**src/rtl/operand_fetch_stage_pkg.sv**
```systemverilog
// Shared definitions for the operand fetch stage.
// Holds the default widths, the zero-register index and the FSM state type.
package operand_fetch_stage_pkg;

    localparam int OFS_DATA_W = 64;
    localparam int OFS_ADDR_W = 6;
    localparam int OFS_XZR    = 31;

    // EMPTY: no operands presented to execute; FULL: operands held on out_*.
    typedef enum logic {
        ST_EMPTY = 1'b0,
        ST_FULL  = 1'b1
    } ofs_state_e;

endpackage

```
**src/rtl/operand_fetch_stage_operand_mux.sv**
```systemverilog
// Single-source operand resolution for the operand fetch stage.
// Priority: zero register, then EX, MEM, WB producers (youngest first), then
// the register-bank read data. Producer enables arrive already qualified.
module ofs_operand_mux
    import operand_fetch_stage_pkg::*;
#(
    parameter int DATA_W = OFS_DATA_W,
    parameter int ADDR_W = OFS_ADDR_W
) (
    input  logic [ADDR_W-1:0] i_src,
    input  logic [DATA_W-1:0] i_rf_data,
    input  logic              i_ex_fwd,
    input  logic [ADDR_W-1:0] i_ex_rd,
    input  logic [DATA_W-1:0] i_ex_result,
    input  logic              i_mem_fwd,
    input  logic [ADDR_W-1:0] i_mem_rd,
    input  logic [DATA_W-1:0] i_mem_result,
    input  logic              i_wb_fwd,
    input  logic [ADDR_W-1:0] i_wb_rd,
    input  logic [DATA_W-1:0] i_wb_data,
    output logic [DATA_W-1:0] o_data
);

    // Pick the youngest matching producer; the zero register never forwards.
    always_comb begin
        o_data = i_rf_data;
        if (i_src == ADDR_W'(OFS_XZR)) begin
            o_data = '0;
        end else if (i_ex_fwd && (i_ex_rd == i_src)) begin
            o_data = i_ex_result;
        end else if (i_mem_fwd && (i_mem_rd == i_src)) begin
            o_data = i_mem_result;
        end else if (i_wb_fwd && (i_wb_rd == i_src)) begin
            o_data = i_wb_data;
        end
    end

endmodule

```
**src/rtl/operand_fetch_stage.sv**
```systemverilog
// Operand fetch stage: drives register-bank reads, resolves both sources with
// forwarding and the zero register, stalls on hazards, and registers the
// operands toward execute over valid/ready.
// Build option: define OFS_FORWARDING_EN to enable EX/MEM forwarding; when it
// is undefined only the WB bypass remains and any EX/MEM producer stalls.
//
// Handshake: a transfer happens on a rising edge where valid and ready are both
// high; the producer holds its payload stable while valid is high and ready low.
module operand_fetch_stage
    import operand_fetch_stage_pkg::*;
#(
    parameter int DATA_W = OFS_DATA_W,
    parameter int ADDR_W = OFS_ADDR_W,
    parameter int CTRL_W = 16,
    parameter int CNT_W  = 32
) (
    input  logic              clock,
    input  logic              reset,
    input  logic              in_valid,
    output logic              in_ready,
    input  logic [ADDR_W-1:0] in_rn,
    input  logic [ADDR_W-1:0] in_rm,
    input  logic [ADDR_W-1:0] in_rd,
    input  logic [DATA_W-1:0] in_imm,
    input  logic [CTRL_W-1:0] in_ctrl,
    output logic [ADDR_W-1:0] rf_addr_a,
    output logic [ADDR_W-1:0] rf_addr_b,
    input  logic [DATA_W-1:0] rf_data_a,
    input  logic [DATA_W-1:0] rf_data_b,
    input  logic              ex_valid,
    input  logic              ex_wr,
    input  logic              ex_is_load,
    input  logic [ADDR_W-1:0] ex_rd,
    input  logic [DATA_W-1:0] ex_result,
    input  logic              mem_valid,
    input  logic              mem_wr,
    input  logic [ADDR_W-1:0] mem_rd,
    input  logic [DATA_W-1:0] mem_result,
    input  logic              wb_wr,
    input  logic [ADDR_W-1:0] wb_rd,
    input  logic [DATA_W-1:0] wb_data,
    output logic              out_valid,
    input  logic              out_ready,
    output logic [DATA_W-1:0] out_a,
    output logic [DATA_W-1:0] out_b,
    output logic [DATA_W-1:0] out_imm,
    output logic [ADDR_W-1:0] out_rd,
    output logic [CTRL_W-1:0] out_ctrl,
    output logic [CNT_W-1:0]  stall_cnt,
    output ofs_state_e        dbg_state
);

    ofs_state_e          r_state;
    logic                r_out_valid;
    logic [DATA_W-1:0]   r_a, r_b, r_imm;
    logic [ADDR_W-1:0]   r_rd;
    logic [CTRL_W-1:0]   r_ctrl;
    logic [CNT_W-1:0]    r_stall_cnt;

    logic                w_ex_alu, w_ex_load, w_mem_wr;
    logic                w_ex_src_hit;
    logic                w_ex_fwd, w_mem_fwd;
    logic                w_hazard, w_adv, w_xfer;
    logic [DATA_W-1:0]   w_a, w_b;

    assign rf_addr_a = in_rn;
    assign rf_addr_b = in_rm;

    assign w_ex_alu     = ex_valid & ex_wr & ~ex_is_load;
    assign w_ex_load    = ex_valid & ex_wr & ex_is_load;
    assign w_mem_wr     = mem_valid & mem_wr;
    assign w_ex_src_hit = (ex_rd != ADDR_W'(OFS_XZR)) & ((ex_rd == in_rn) | (ex_rd == in_rm));

`ifdef OFS_FORWARDING_EN
    // Only a load in EX cannot supply its value yet.
    assign w_ex_fwd  = w_ex_alu;
    assign w_mem_fwd = w_mem_wr;
    assign w_hazard  = in_valid & w_ex_load & w_ex_src_hit;
`else
    // No EX/MEM paths: any in-flight writer of a source (load or ALU) stalls.
    logic w_mem_src_hit;
    assign w_mem_src_hit = (mem_rd != ADDR_W'(OFS_XZR)) & ((mem_rd == in_rn) | (mem_rd == in_rm));
    assign w_ex_fwd  = 1'b0;
    assign w_mem_fwd = 1'b0;
    assign w_hazard  = in_valid & (((w_ex_alu | w_ex_load) & w_ex_src_hit) | (w_mem_wr & w_mem_src_hit));
`endif

    assign w_adv    = ~r_out_valid | out_ready;
    assign in_ready = w_adv & ~w_hazard;
    assign w_xfer   = w_adv & in_valid & ~w_hazard;

    ofs_operand_mux #(.DATA_W(DATA_W), .ADDR_W(ADDR_W)) u_mux_a (
        .i_src(in_rn), .i_rf_data(rf_data_a),
        .i_ex_fwd(w_ex_fwd), .i_ex_rd(ex_rd), .i_ex_result(ex_result),
        .i_mem_fwd(w_mem_fwd), .i_mem_rd(mem_rd), .i_mem_result(mem_result),
        .i_wb_fwd(wb_wr), .i_wb_rd(wb_rd), .i_wb_data(wb_data),
        .o_data(w_a)
    );

    ofs_operand_mux #(.DATA_W(DATA_W), .ADDR_W(ADDR_W)) u_mux_b (
        .i_src(in_rm), .i_rf_data(rf_data_b),
        .i_ex_fwd(w_ex_fwd), .i_ex_rd(ex_rd), .i_ex_result(ex_result),
        .i_mem_fwd(w_mem_fwd), .i_mem_rd(mem_rd), .i_mem_result(mem_result),
        .i_wb_fwd(wb_wr), .i_wb_rd(wb_rd), .i_wb_data(wb_data),
        .o_data(w_b)
    );

    // EMPTY/FULL output register: load on transfer, drop valid on bubble, hold when blocked.
    always_ff @(posedge clock) begin
        if (reset) begin
            r_state     <= ST_EMPTY;
            r_out_valid <= 1'b0;
            r_a         <= '0;
            r_b         <= '0;
            r_imm       <= '0;
            r_rd        <= '0;
            r_ctrl      <= '0;
        end else if (w_adv) begin
            if (w_xfer) begin
                r_state     <= ST_FULL;
                r_out_valid <= 1'b1;
                r_a         <= w_a;
                r_b         <= w_b;
                r_imm       <= in_imm;
                r_rd        <= in_rd;
                r_ctrl      <= in_ctrl;
            end else begin
                r_state     <= ST_EMPTY;
                r_out_valid <= 1'b0;
            end
        end
    end

    // Saturating count of cycles an offered instruction is held back by a hazard.
    always_ff @(posedge clock) begin
        if (reset) begin
            r_stall_cnt <= '0;
        end else if (w_hazard && (r_stall_cnt != {CNT_W{1'b1}})) begin
            r_stall_cnt <= r_stall_cnt + CNT_W'(1);
        end
    end

    assign out_valid = r_out_valid;
    assign out_a     = r_a;
    assign out_b     = r_b;
    assign out_imm   = r_imm;
    assign out_rd    = r_rd;
    assign out_ctrl  = r_ctrl;
    assign stall_cnt = r_stall_cnt;
    assign dbg_state = r_state;

endmodule

```
**config.mk**
```make
export PLATFORM = sky130hd
export DESIGN_NAME = operand_fetch_stage
export DESIGN_NICKNAME = d
export VERILOG_FILES = /design/src/rtl/operand_fetch_stage_pkg.sv /design/src/rtl/operand_fetch_stage_operand_mux.sv /design/src/rtl/operand_fetch_stage.sv
export SDC_FILE = /design/constraint.sdc
export NUM_CORES = 1
export LEC_CHECK = 0
export BUFFER_PORTS_ARGS = -buffer_cell sky130_fd_sc_hd__buf_4
export CAP_MARGIN = 30
export CORE_AREA = 2 2 279 281
export CTS_CLUSTER_SIZE = 40
export DETAILED_ROUTE_END_ITERATION = 16
export DIE_AREA = 0 0 281 283
export PLACE_DENSITY = 0.37
export SETUP_SLACK_MARGIN = 0.5
export SLEW_MARGIN = 10
export SYNTH_ARGS = -nofsm -noshare
export SYNTH_HDL_FRONTEND = slang
export SYNTH_HIERARCHICAL = 1
export SYNTH_SLANG_ARGS = --single-unit
```
**constraint.sdc**
```tcl
create_clock -name clock -period 2.4 [get_ports clock]
set_clock_uncertainty 0.2 [all_clocks]
set_input_delay 0.24 -clock clock [delete_from_list [all_inputs] [get_ports clock]]
set_output_delay 0.24 -clock clock [all_outputs]
set_load 0.005 [all_outputs]
```
==> results of run 1 <==
## area by class of cell
cell class | instances | share of cell area
Sequential cell | 247 | 0.1831
Antenna cell | 5 | 0.0004594
Clock inverter | 12 | 0.006615
Timing Repair Buffer | 1133 | 0.3725
Inverter | 3 | 0.0004135
Tap cell | 1040 | 0.04778
Clock buffer | 48 | 0.03818
Multi-Input combinational cell | 1423 | 0.3510
## worst register-to-register path, delay by kind of cell (launching register included)
kind,cells,cell delay (ns)
simple gates,4,0.93
buf+inv,3,0.52
flops,1,0.35
compound gates,1,0.15
## cells in the final DEF, fill, tap and decap left out, types with 11 or more instances in the layout
master                          netlist  final
sky130_fd_sc_hd__xor2_1              19     17
sky130_fd_sc_hd__xnor2_1             38     26
sky130_fd_sc_hd__mux2i_2              0     11
sky130_fd_sc_hd__mux2i_4              0     18
sky130_fd_sc_hd__o211ai_2           120    120
sky130_fd_sc_hd__nand2_1            446    440
sky130_fd_sc_hd__a21oi_1            235    229
sky130_fd_sc_hd__buf_12               0     38
sky130_fd_sc_hd__buf_6               13     35
sky130_fd_sc_hd__or3_1               14     12
sky130_fd_sc_hd__dlygate4sd3_1        0    213
sky130_fd_sc_hd__xnor2_2              4     16
sky130_fd_sc_hd__clkbuf_16            0     54
sky130_fd_sc_hd__buf_8               12     12
sky130_fd_sc_hd__nand4_1            151    151
sky130_fd_sc_hd__dfxtp_2              0     18
sky130_fd_sc_hd__nand3_1            146    142
sky130_fd_sc_hd__dfxtp_1            247    224
sky130_fd_sc_hd__buf_4               47    812
sky130_fd_sc_hd__nor2_1              18     16
sky130_fd_sc_hd__mux2i_1            129    100
## flip-flops by register name, summed over array words and instances, names as in the netlist
register and cells:
out_a 64, out_ctrl 16, stall_cnt 32, out_valid 1
out_rd 6, out_b 64, out_imm 64
## worst min path at each step
| stage | end | slack (ns) | cells after the start |
|---|---|---|---|
| after CTS | out_a[3] | -0.09 | 2 |
| after global placement | out_imm[56] | 0.24 | 2 |
| final | out_a[4] | -0.02 | 5 |
| after floorplan | out_ctrl[0] | 0.18 | 2 |
| after detailed placement | out_imm[13] | 0.25 | 2 |
| after global routing | out_a[4] | 0.01 | 5 |
## where the power goes
| group | switching (uW) | total, uW | internal (uW) |
|---|---|---|---|
| combinational | 1400 | 3130 | 1730 |
| clock | 2150 | 5610 | 3470 |
| sequential | 126 | 4460 | 4330 |
| total | 3670 | 13200 | 9520 |
## repair_timing
action / 4_1_cts / 5_1_grt
cloned: 3 / 16
pin swaps: 16 / 51
endpoints found under the hold margin: 187 / 21
hold buffers: 212 / 1
setup endpoints to repair: 240 / 207
buffers inserted: 13 / 38
gates resized for setup: 64 / 164
## cell families (layout without fill, tap and decap cells)
logic type      count (synthesis)  count (layout)  synth area share
simple gates                  822             822            0.2561
compound gates                398             398            0.2002
flops                         247             247            0.3295
buf+inv                       201            1196           0.08322
mux                           137             137           0.09230
xor+xnor                       61              61           0.03761
fa+ha+maj                       1               1         0.0008337
other cells                     1               9         0.0002499
## layer usage
layer	routed length [um]	part of all wire
met1	37170	0.41
met2	45020	0.50
met3	5783	0.064
met4	2359	0.026
met5	9	0.00010
## through the flow
step | util | total power (uW)
finish | 0.3551 | 13200
CTS | 0.3358 | 13130
global route | 0.3551 | 13780
detailed placement | 0.2860 | 7064
floorplan | - | 5492
global placement | 0.2860 | 7040
==> impl_results.md, run 1 <==
- Outcome: complete, but fails checks
- Violated checks: hold timing, slew limit
- Final WL: 90.34 mm
- Final sum of negative setup slack: 0 ns
- Clock latency at the later pin of the worst-skew pair: between 0.5 and 0.6 ns
- Multi-input gate area in the final layout: 0.009560 sq mm
- Sum of overflow across all layers after global routing: 0
- First-pass GRT wire length: 124.7 mm
- Post-synthesis sequential element count: 247
- Count of cell instances traversed by the critical path: 8
- Data arrival time at the worst-slack endpoint: ~2.5 ns
- Met1 GRT Util: 0.2519
- Element type at the critical path start: flip-flop
- Cell area after synthesis: 0.01501 sq mm
- Hold WC Path Type: input pin to flip-flop
- Number of top-level pins: 707
- Pin count of the biggest net entering global routing: 89
- Library cell appearing most often on the critical path: sky130_fd_sc_hd__buf_4
- Vert. Die Dim: 283 um
- Count leader, synth: sky130_fd_sc_hd__nand2_1
- Critical path fanouts, max: 12
- Hold Crit Start: rf_data_a[4]
- Clock tree from TritonCTS: done
- Number of failing setup endpoints in the final timing report: 0
- Cell row count: a little over 100
- Setup crit end: stall_cnt[29]
- Share of the synthesized area in the top cell type: 0.3295
- GRT Util Overall: 0.2084
- Endpoint of the lowest-slack register-to-register path: stall_cnt[29]
- Area leader, netlist: sky130_fd_sc_hd__dfxtp_1
- R2R Setup Slk: around 0.18 ns
- Hold_ws: -0.01738 ns
- Number of CTS-inserted buffers: 36
- Avg Inst Size Synth: ~8 sq um
- Clock Path Buffers: 3
- Cell count after synthesis: about 1900
- Htree depth: 2
- Floorplan Core Area: 0.07670 sq mm
- Hold violation count in the final report: 2
- Overall die area: a little under 0.08 sq mm
- Final GP Congestion: 0.8817
- DR vias: 18470
- Synthesis warning total: 6
- Ratio of routed vias to standard cells: 4.723
- Crit path buffers/inverters: 3
- Number of routed nets with antenna violations: 0
- Placed wire-length estimate after detailed placement: 61.05 mm
- Max-Cap Viols: 0
- Sequential Area: 0.004986 sq mm
- Crit Path Class: flip-flop to flip-flop
- Synth Flop Type: sky130_fd_sc_hd__dfxtp_1
- Worst slew margin: -10.01
- Starting density of the core: 0.1956
- Highest ir drop seen on vdd: 0.0005875 V
- Post-route non-filler standard cell count: 3911
- Async set or reset register ratio after synthesis: 0
- Sink Count: 247
- Residual DRC count: 0
- Top cells by area, synth: sky130_fd_sc_hd__dfxtp_1, sky130_fd_sc_hd__nand2_1, sky130_fd_sc_hd__o211ai_2
- Fin nets: 3291
- P_leak: 0.01112 uW
- Number of detailed-routing iterations run before antenna repair: 5
- Top cell types by occurrence after synthesis: sky130_fd_sc_hd__nand2_1, sky130_fd_sc_hd__dfxtp_1, sky130_fd_sc_hd__a21oi_1
- Final clock period utilization by the worst path: 0.9262
- Vias in the first global route: between 15000 and 20000
- Post-Place Cell Area: ~0.022 sq mm
- GRT Max-Usage Layer: met2
- CP Launch Point: stall_cnt[8]
- Delay-heaviest family, CP: simple AND/OR/NAND/NOR gates
- Initial antenna violation count: 6
- Worst path max stage delay: between 0.4 and 0.5 ns
- Count of cell types in the netlist: between 50 and 60
- Layout overhead on the synthesized area: 81.51%
- Number of slew-limit violations in the final report: 394
- CTS root buffer: sky130_fd_sc_hd__clkbuf_16
- GR Layer Usage met2: 0.3651
- Fraction of the yosys area taken by sequential cells: 0.3295
- Power Dens Cells: 484.6 mW/mm^2
- Setup WS pre-CTS: -0.2698 ns
- Setup repair after global routing missed its margin: true
- Post-route standard cell area excluding fillers: 0.02724 sq mm
- Port Buffer Count: 705
- Max frequency: 0.4499 GHz
- Iter 0 DRT Violations: roughly 1200
- Share of final-layout standard cells stronger than drive strength 1: 0.4267
- Worst-Margin Slew: roughly 16 ns
- Met3 track demand over resource in global routing: 0.04436
- Post-synth EDFFs: 0
- Endpoint type of the worst setup path: flip-flop
- Dpl cells: between 3000 and 4000
- Worst Slack Setup Final: 0.1772 ns
- Die boundary width: 281 um
- Reg2Reg Depth: 8
- Fillers: between 7000 and 8000
- Data required time at the worst endpoint: between 2 and 3 ns
- Clock period minus worst slack: 2.223 ns
- RR Startpoint: stall_cnt[8]
- Wire length per cell after detailed routing: 23.10 um
- Slowest cell on the critical path: sky130_fd_sc_hd__or4_1
- CTS clock-pin slew for the worst setup and hold paths: 0.06 ns
- Ordered list of cells on the worst path: nand4_1 -> buf_4 -> nor2_2 -> buf_4 -> buf_4 -> nand4_1 -> or4_1 -> a21oi_1
Power figures use the tool's default switching activity.
==> run 2, diff against run 1 <==
--- a/config.mk
+++ b/config.mk
@@ -11,7 +11,7 @@
 export CTS_CLUSTER_SIZE = 40
 export DETAILED_ROUTE_END_ITERATION = 16
 export DIE_AREA = 0 0 281 283
-export PLACE_DENSITY = 0.37
+export PLACE_DENSITY = 0.39
 export SETUP_SLACK_MARGIN = 0.5
 export SLEW_MARGIN = 10
 export SYNTH_ARGS = -nofsm -noshare
==> constraint.sdc (replaced) <==
create_clock -name clock -period 2 [get_ports clock]
set_clock_uncertainty 0.2 [all_clocks]
set_input_delay 0.2 -clock clock [delete_from_list [all_inputs] [get_ports clock]]
set_output_delay 0.2 -clock clock [all_outputs]
set_load 0.005 [all_outputs]
==> impl_results.md, run 2 (same netlist as run 1, synthesis figures left out) <==
- Outcome: complete, but fails checks
- Violated checks: hold timing, slew limit, setup timing
- Worst hold path endpoint: out_valid
- Number of CTS-inserted buffers: 36
- Max-Cap Viols: 0
- Vert. Die Dim: 283 um
- Starting density of the core: 0.1956
- Critical path fanouts, max: 8
- Delay-heaviest family, CP: simple AND/OR/NAND/NOR gates
- Number of failing setup endpoints in the final timing report: 76
- Number of detailed-routing iterations run before antenna repair: 5
- Number of slew-limit violations in the final report: 394
- Worst path max stage delay: 0.36 ns
- Residual DRC count: 0
- Final clock period utilization by the worst path: 1.087
- Net switching share of the total power: 0.3031
- Comb pwr share: 0.302
- Hold Crit Start: out_ready
- DR vias: 19390
- Number of buffers inserted by hold repair at cts: 242
- Final WL: 92.75 mm
- Number of top-level pins: 707
- Power Dens Cells: 536.2 mW/mm^2
- GRT Util Overall: 0.2199
- Cell row count: 102
- Crit Path Class: flip-flop to flip-flop
- R2R Setup Slk: -0.17 ns
- Fillers: 7516
- Clock latency at the later pin of the worst-skew pair: ~0.55 ns
- Clock Path Buffers: 3
- Data arrival time at the worst-slack endpoint: 2.39 ns
- Sequential power share: 0.324
- Max frequency: 0.4601 GHz
- Most common cell after layout, fill and taps aside: sky130_fd_sc_hd__buf_4
- Hold_ws: -0.08537 ns
- Sum of overflow across all layers after global routing: 0
- Slowest cell on the critical path: sky130_fd_sc_hd__dfxtp_4
- CTS clock-pin slew for the worst setup and hold paths: 0.06 ns
- Ordered list of cells on the worst path: ha_4 -> nand3_4 -> nor4_4 -> nand2_2 -> a32oi_4 -> buf_12 -> nor3_2 -> mux2_4
- Met3 track demand over resource in global routing: 0.04304
- Hold violation count in the final report: 1
- Clock period minus worst slack: 2.173 ns
- Post-route standard cell area excluding fillers: 0.03155 sq mm
- Worst hold path cell count: 5
- Endpoint type of the worst setup path: flip-flop
- Wire length per cell after detailed routing: ~23 um
- Ratio of routed vias to standard cells: 4.808
- Overall die area: 0.07952 sq mm
- Commonest non-fill, non-tap cells in the layout: sky130_fd_sc_hd__buf_4, sky130_fd_sc_hd__dlygate4sd3_1, sky130_fd_sc_hd__nand2_4, sky130_fd_sc_hd__dfxtp_1, sky130_fd_sc_hd__a21oi_2
- Number of routed nets with antenna violations: 0
- Iter 0 DRT Violations: 1060
- Die boundary width: 281 um
- Hold WC Path Type: input pin to flip-flop
- Reg2Reg Depth: 8
- Worst Slack Setup Final: -0.1734 ns
- Multi-input gate area in the final layout: around 0.012 sq mm
- RR Startpoint: stall_cnt[1]
- Vias in the first global route: just over 20000
- Placed wire-length estimate after detailed placement: 59.43 mm
- Port Buffer Count: 705
- Htree depth: 2
- Floorplan Core Area: 0.07670 sq mm
- Data required time at the worst endpoint: approximately 2.2 ns
- Initial antenna violation count: 10
- Setup repair after global routing missed its margin: true
- Post-Place Cell Area: 0.02249 sq mm
- Psw: 5127 uW
- Clock tree from TritonCTS: done
- Layout overhead on the synthesized area: 110.2%
- Clk pwr share: 0.374
- GRT Max-Usage Layer: met2
- Element type at the critical path start: flip-flop
- GR Layer Usage met2: 0.3759
- Sequential Area: 0.004995 sq mm
- P_leak: 0.01348 uW
- Highest ir drop seen on vdd: 0.0004612 V
- Pin count of the biggest net entering global routing: 85
- Crit path buffers/inverters: 1
- First-pass GRT wire length: 132.6 mm
- CTS root buffer: sky130_fd_sc_hd__clkbuf_16
- Sink Count: approximately 250
- Fin nets: ~3400
- Worst slew margin: -8.795
- Final GP Congestion: 0.8662
- Internal power: 11790 uW
- Met1 GRT Util: 0.2677
- Share of final-layout standard cells stronger than drive strength 1: 0.6001
- Worst-Margin Slew: 14.56 ns
- Endpoint of the lowest-slack register-to-register path: stall_cnt[5]
## run 2: changes by cell type in the layout (fill, tap and decap cells not counted), sizes merged
| cell | before | now |
|---|---|---|
| buf | 904 | 1001 |
| bufinv | 4 | 0 |
| clkbuf | 64 | 61 |
| clkinv | 5 | 7 |
| diode | 5 | 7 |
| dlygate4sd3 | 213 | 242 |
| inv | 4 | 3 |
## run 2: how the worst max path moves through the flow
stage,endpoint,depth (start not counted),startpoint,slack [ns]
final,stall_cnt[5],8,stall_cnt[1],-0.17
after global routing,stall_cnt[28],7,stall_cnt[16],-0.27
after CTS,stall_cnt[13],8,stall_cnt[16],-0.18
after detailed placement,out_a[59],11,in_rn[2],-0.48
after global placement,out_b[57],11,in_rm[4],-0.46
after floorplan,stall_cnt[18],7,stall_cnt[2],-0.05
## run 2: per-stage QoR
step,setup slack (ns),power (uW),TNS (ns),instances,utilization
final,-0.1734,16920,-5.267,4033,0.4113
after floorplan,-0.05123,6629,-0.3443,1871,-
after CTS,-0.1847,16550,-7.909,4013,0.3870
after detailed placement,-0.4788,8575,-66.13,3610,0.2933
after global placement,-0.4601,8550,-62.27,3610,0.2933
after global routing,-0.2683,17600,-11.82,4033,0.4113
## run 2: final cells by class
| cell class | instances | area share |
|---|---|---|
| repair buffers | 1249 | 0.3868 |
| multi-input cells | 1423 | 0.3764 |
| flip-flops and latches | 247 | 0.1583 |
| well taps | 1040 | 0.04125 |
| clock buffers | 55 | 0.03438 |
| clock inverters | 9 | 0.001943 |
| diodes | 7 | 0.0005552 |
| inverters | 3 | 0.0003569 |
## run 2: tightest hold or removal path, delay by kind of cell
kind / cells / cell delay [ns]
AOI/OAI and AO/OA: 1 / 0.04
buffers and inverters: 3 / 0.25
and+or+nand+nor: 1 / 0.12
## run 2: power by group through the flow
stage,Combinational (uW),Clock (uW),Sequential (uW)
global placement,3090,0,5460
CTS,4620,6500,5430
global route,5380,6700,5510
detailed placement,3110,0,5460
floorplan,1160,0,5460
finish,5110,6330,5480
## run 2: repair_timing
| action | in CTS | in global routing |
|---|---|---|
| endpoints found under the hold margin | 213 | 1 |
| pin swaps | 318 | 216 |
| setup endpoints to repair | 285 | 358 |
| gates cloned | 41 | 5 |
| buffers inserted | 56 | 7 |
| gates resized for setup | 571 | 408 |
## run 2: metal layers
layer,vias up,wire (um),part of all wire
met5,-,37,0.00040
li1,8941,-,-
met1,9544,37690,0.41
met3,179,5691,0.061
met4,6,3736,0.040
met2,720,45590,0.49
